--- config.mk ---
export PLATFORM = sky130hd
export DESIGN_NAME = alu_dispatcher
export DESIGN_NICKNAME = d
export VERILOG_FILES = /design/src/rtl/alu_dispatcher.sv
export SDC_FILE = /design/constraint.sdc
export NUM_CORES = 1
export LEC_CHECK = 0
export CAP_MARGIN = 10
export CORE_UTILIZATION = 31
export DETAILED_ROUTE_END_ITERATION = 6
export PLACE_DENSITY_LB_ADDON = 0.12
export SYNTH_ARGS = -nofsm -noshare
export SYNTH_HDL_FRONTEND = slang
export SYNTH_SLANG_ARGS = --single-unit
export TNS_END_PERCENT = 20
--- constraint.sdc ---
create_clock -name clk -period 2.2 [get_ports clk]
set_input_delay 0.33 -clock clk [delete_from_list [all_inputs] [get_ports clk]]
set_output_delay 0.33 -clock clk [all_outputs]
set_load 0.005 [all_outputs]
--- src/rtl/alu_dispatcher.sv ---
// Request dispatcher for a multi-cycle ALU: 2-deep request FIFO, issue/wait FSM
// with finish timeout, and a single-entry response register with valid/ready handshake.
`timescale 1ns/1ps

module alu_dispatcher #(
  parameter int unsigned TIMEOUT = 255
) (
  input  logic        clk,
  input  logic        rst_b,
  input  logic        req_valid,
  output logic        req_ready,
  input  logic [1:0]  req_op,
  input  logic [7:0]  req_x,
  input  logic [7:0]  req_y,
  output logic        start,
  output logic [1:0]  s,
  output logic [7:0]  opnd_x,
  output logic [7:0]  opnd_y,
  input  logic        finish,
  input  logic [15:0] result,
  output logic        rsp_valid,
  input  logic        rsp_ready,
  output logic [15:0] rsp_data,
  output logic        rsp_err,
  output logic        busy
);

  // state | meaning
  // IDLE  | waiting for a FIFO head and a free response slot; div-by-zero retired here
  // ISSUE | one-cycle start pulse to the control unit, timeout counter cleared
  // WAIT  | waiting for finish or for the timeout counter to expire
  typedef enum logic [1:0] {
    IDLE  = 2'd0,
    ISSUE = 2'd1,
    WAIT  = 2'd2
  } state_t;

  localparam logic [7:0] LP_CNT_LAST = 8'(TIMEOUT - 1);
  localparam logic [1:0] LP_OP_DIV   = 2'b11;

  state_t      r_state;
  state_t      w_state_nxt;

  logic [17:0] r_fifo_mem [2];
  logic        r_wr_ptr;
  logic        r_rd_ptr;
  logic [1:0]  r_count;

  logic [7:0]  r_wait_cnt;

  logic        r_rsp_valid;
  logic [15:0] r_rsp_data;
  logic        r_rsp_err;

  logic        w_full;
  logic        w_empty;
  logic        w_push;
  logic        w_pop;
  logic [17:0] w_head;
  logic [1:0]  w_head_op;
  logic [7:0]  w_head_x;
  logic [7:0]  w_head_y;
  logic        w_head_div0;
  logic        w_slot_free;
  logic        w_cnt_clr;
  logic        w_cnt_inc;
  logic        w_rsp_load;
  logic [15:0] w_rsp_load_data;
  logic        w_rsp_load_err;

  assign w_full    = (r_count == 2'd2);
  assign w_empty   = (r_count == 2'd0);
  assign w_push    = req_valid & ~w_full;
  assign req_ready = ~w_full;

  assign w_head      = r_fifo_mem[r_rd_ptr];
  assign w_head_op   = w_head[17:16];
  assign w_head_x    = w_head[15:8];
  assign w_head_y    = w_head[7:0];
  assign w_head_div0 = (w_head_op == LP_OP_DIV) && (w_head_y == 8'd0);

  // A slot being drained this cycle counts as free so back-to-back responses need no bubble.
  assign w_slot_free = ~r_rsp_valid | rsp_ready;

  always_ff @(posedge clk) begin
    if (!rst_b) begin
      r_fifo_mem[0] <= '0;
      r_fifo_mem[1] <= '0;
      r_wr_ptr      <= 1'b0;
      r_rd_ptr      <= 1'b0;
      r_count       <= 2'd0;
    end else begin
      if (w_push) begin
        r_fifo_mem[r_wr_ptr] <= {req_op, req_x, req_y};
        r_wr_ptr             <= ~r_wr_ptr;
      end
      if (w_pop) begin
        r_rd_ptr <= ~r_rd_ptr;
      end
      case ({w_push, w_pop})
        2'b10:   r_count <= r_count + 2'd1;
        2'b01:   r_count <= r_count - 2'd1;
        default: r_count <= r_count;
      endcase
    end
  end

  always_ff @(posedge clk) begin
    if (!rst_b) begin
      r_state <= IDLE;
    end else begin
      r_state <= w_state_nxt;
    end
  end

  always_comb begin
    w_state_nxt     = r_state;
    w_pop           = 1'b0;
    w_cnt_clr       = 1'b0;
    w_cnt_inc       = 1'b0;
    w_rsp_load      = 1'b0;
    w_rsp_load_data = 16'h0000;
    w_rsp_load_err  = 1'b0;
    case (r_state)
      IDLE: begin
        if (!w_empty && w_slot_free) begin
          if (w_head_div0) begin
            w_pop          = 1'b1;
            w_rsp_load     = 1'b1;
            w_rsp_load_err = 1'b1;
          end else begin
            w_state_nxt = ISSUE;
          end
        end
      end
      ISSUE: begin
        w_cnt_clr   = 1'b1;
        w_state_nxt = WAIT;
      end
      WAIT: begin
        if (finish) begin
          w_pop           = 1'b1;
          w_rsp_load      = 1'b1;
          w_rsp_load_data = result;
          w_state_nxt     = IDLE;
        end else if (r_wait_cnt == LP_CNT_LAST) begin
          w_pop          = 1'b1;
          w_rsp_load     = 1'b1;
          w_rsp_load_err = 1'b1;
          w_state_nxt    = IDLE;
        end else begin
          w_cnt_inc = 1'b1;
        end
      end
      default: begin
        w_state_nxt = IDLE;
      end
    endcase
  end

  always_ff @(posedge clk) begin
    if (!rst_b) begin
      r_wait_cnt <= 8'd0;
    end else if (w_cnt_clr) begin
      r_wait_cnt <= 8'd0;
    end else if (w_cnt_inc) begin
      r_wait_cnt <= r_wait_cnt + 8'd1;
    end
  end

  // A load in the same cycle as a handshake wins, keeping valid high with fresh data.
  always_ff @(posedge clk) begin
    if (!rst_b) begin
      r_rsp_valid <= 1'b0;
      r_rsp_data  <= 16'h0000;
      r_rsp_err   <= 1'b0;
    end else if (w_rsp_load) begin
      r_rsp_valid <= 1'b1;
      r_rsp_data  <= w_rsp_load_data;
      r_rsp_err   <= w_rsp_load_err;
    end else if (r_rsp_valid && rsp_ready) begin
      r_rsp_valid <= 1'b0;
    end
  end

  assign start     = (r_state == ISSUE);
  assign busy      = (r_state != IDLE);
  assign s         = w_empty ? 2'b00 : w_head_op;
  assign opnd_x    = w_empty ? 8'h00 : w_head_x;
  assign opnd_y    = w_empty ? 8'h00 : w_head_y;
  assign rsp_valid = r_rsp_valid;
  assign rsp_data  = r_rsp_data;
  assign rsp_err   = r_rsp_err;

endmodule

==> summary.txt <==
Run status
  – Outcome: complete, no violations

Floorplan
  – Die W: 99.9 um
  – # IOs: 78
  – Core area: 0.00928 mm2
  – Die height: 99.9 um
  – Initial Utilization: 32.0%
  – Die Area: 0.00999 mm2
  – Std-Cell Rows: 35

Finish
  – Nets: 384
  – Fillers: 903
  – Multi-input gate area: 0.00117 mm2
  – Most common cell after layout, fill and taps aside: clkdlybuf4s50_1
  – N_diodes: 0
  – Flip-flop and latch area: 0.00174 mm2
  – Share of cells above drive strength 1: 11.8%
  – Layout area overhead: 40.5%
  – Most frequent cells in the layout: 77 x clkdlybuf4s50_1, 39 x and2_1, 36 x edfxtp_1

Synth
  – Async S/R FF share, synth: 0%
  – Synth Register Bits: 69
  – Register area share after synthesis: 58.6%
  – Mapped cell area: 0.00297 mm2
  – Synth Warn #: 0
  – Primary FF master, synth: edfxtp_1
  – Synth cell types: 38
  – Post-Syn Area per Cell: 11.8 um2
  – Post-Syn Instances: 251
  – Syn nets: 293
  – Number of synthesized flops with an enable pin: 36

Clock network
  – Post-CTS Setup Bufs: 0
  – # H-tree levels: 3
  – CTS tree: yes
  – Worst-skew pair later-pin latency: 0.34 ns
  – Sinks on Clock Net: 69
  – Cts bufs inserted: 9
  – Clock buffer depth: 2
  – Clk slew on worst S/H paths: 0.07 ns
  – Root buf cell: clkbuf_8

Global routing
  – Total track usage: 13.6%
  – Vias in the first global route: 2049
  – Grt total ovfl: 0
  – First-pass GRT wire length: 10200 um
  – Initial antenna violation count: 0
  – Pin count of the biggest net entering global routing: 21

Placement
  – DP HPWL: 4450 um
  – Final Wtd Congestion: 0.739
  – Input/output buffers: 77

Power
  – Peak supply drop: 308 uV
  – Leakage: 1.52 nW
  – Tot Pwr: 3.10 mW
  – PwrDens: 742 mW/mm2

Route
  – Post-Route WL: 6480 um
  – Post-route ant nets: 0
  – Initial drt markers: 58
  – Drt pass-1 iters: 4
  – Vias/cell: 4.49
  – DR DRC count: 0
  – Via Count: 2134
  – Drt wl/cell: 13.6 um

Timing
  – WHS: 0.449 ns
  – Final Slew Violations: 0
  – Final Hold Vio Count: 0
  – Slew @ Worst Pin: 0.415 ns
  – Setup TNS: 0 ns
  – Final Setup Violations: 0
  – Fmax: 0.475 GHz
  – Slew headroom: 72.0%
  – Setup Skew: 0.00813 ns
  – Crit path time final: 2.10 ns
  – Period Utilization, post-route: 95.6%

Setup path
  – Crit path launch type: flip-flop
  – Crit path required time: 2.47 ns
  – Critical Path Fanout Max: 2
  – CP Class: reg -> reg
  – Critical path's slowest cell: or4_4
  – CP arrival: 2.38 ns
  – Slowest cell delay on critical path: 0.56 ns
  – Cells along the critical path: or4_4, a21oi_4, a31oi_2, inv_1, ha_1, or3_1, a21boi_1
  – CP Capture Type: flip-flop

Worst hold path
  – Hold crit path type: reg -> reg

Run
  – Max Cap Violations: 0
==> metal layers <==
metal / GRT usage (%) / routed length (um) / vias to the layer above
li1: - / - / 1075
met1: 17.3 / 2950 / 1017
met2: 22.1 / 3230 / 35
met3: 3.62 / 199 / 7
met4: 5.43 / 102 / 0
met5: 0 / 0 / -
==> critical path, delay by kind of cell (launching register included) <==
family	cells	cell delay, ns
simple gates	2	0.91
fa+ha+maj	1	0.23
buf+inv	1	0.08
compound gates	3	0.43
flops	1	0.39
==> Yosys cell counts, drive strengths merged, types with 4 or more instances <==
library cell  count  area (um2)
and2             39         244
edfxtp           36        1080
dfxtp            33         661
nor2             28         105
mux2i            18         180
a32o             16         160
nand2b            8        57.6
clkbuf            7        26.3
inv               7        26.3
a21oi             6        33.8
nand2             6        22.5
xor2              6        52.6
buf               5        36.3
xnor2             4        35.0
==> per-stage QoR <==
| stage | instances | utilization [%] | instance area [um2] | setup WS, ns |
|---|---|---|---|---|
| after global placement | 460 | 42.9 | 3980 | 0.0251 |
| after CTS | 475 | 44.8 | 4160 | 0.0219 |
| after global routing | 475 | 45.0 | 4180 | -0.0177 |
| after floorplan | 251 | - | 2970 | -0.0776 |
| after detailed placement | 460 | 42.9 | 3980 | -0.0469 |
| final | 475 | 45.0 | 4180 | 0.0958 |
==> layout make-up <==
class                           count  share of cell area, %
Sequential cell                    69                   41.7
Multi-Input combinational cell    163                   28.1
Timing Repair Buffer               92                   21.4
Tap cell                          129                   3.86
Clock buffer                        9                   2.96
Clock inverter                      6                   1.32
Inverter                            7                  0.629
==> what timing repair did <==
item	CTS	global route
gates resized for setup	1	4
setup endpoints to repair	1	1
pin swaps	0	3
hold buffers	0	0
==> state kept, by name (all words and copies together), names as in the netlist, named ones only <==
signal	count
r_rd_ptr	1
rsp_err	1
r_count	2
r_fifo_mem	36
rsp_data	16
r_wait_cnt	8
r_state	2
rsp_valid	1
r_wr_ptr	1
==> cell families (layout without fill, tap and decap cells) <==
group | after synthesis | in the layout | synth area share [%]
compound gates | 33 | 33 | 9.43
xor+xnor | 10 | 10 | 2.95
fa+ha+maj | 3 | 3 | 1.26
buf+inv | 19 | 114 | 2.99
flops | 69 | 69 | 58.6
mux | 18 | 18 | 6.06
simple gates | 99 | 99 | 18.7
==> power breakdown <==
part / switching (mW) / internal (mW)
Sequential: 0.0548 / 1.47
Combinational: 0.274 / 0.334
Clock: 0.461 / 0.505
Total: 0.790 / 2.31
==> final timing paths <==
check                           cells after the start  slack [ns]                      end                           start
worst max-delay path                                7         0.1  r_count[1]$_SDFFE_PN0P_  r_fifo_mem[1][3]$_SDFFCE_PN0P_
worst min register to register                      2        0.45     rsp_err$_SDFFE_PN0P_            rsp_err$_SDFFE_PN0P_
worst min-delay path                                2        0.45     rsp_err$_SDFFE_PN0P_            rsp_err$_SDFFE_PN0P_
worst max register to register                      7         0.1  r_count[1]$_SDFFE_PN0P_  r_fifo_mem[1][3]$_SDFFCE_PN0P_
(Power assumes the default switching activity.)
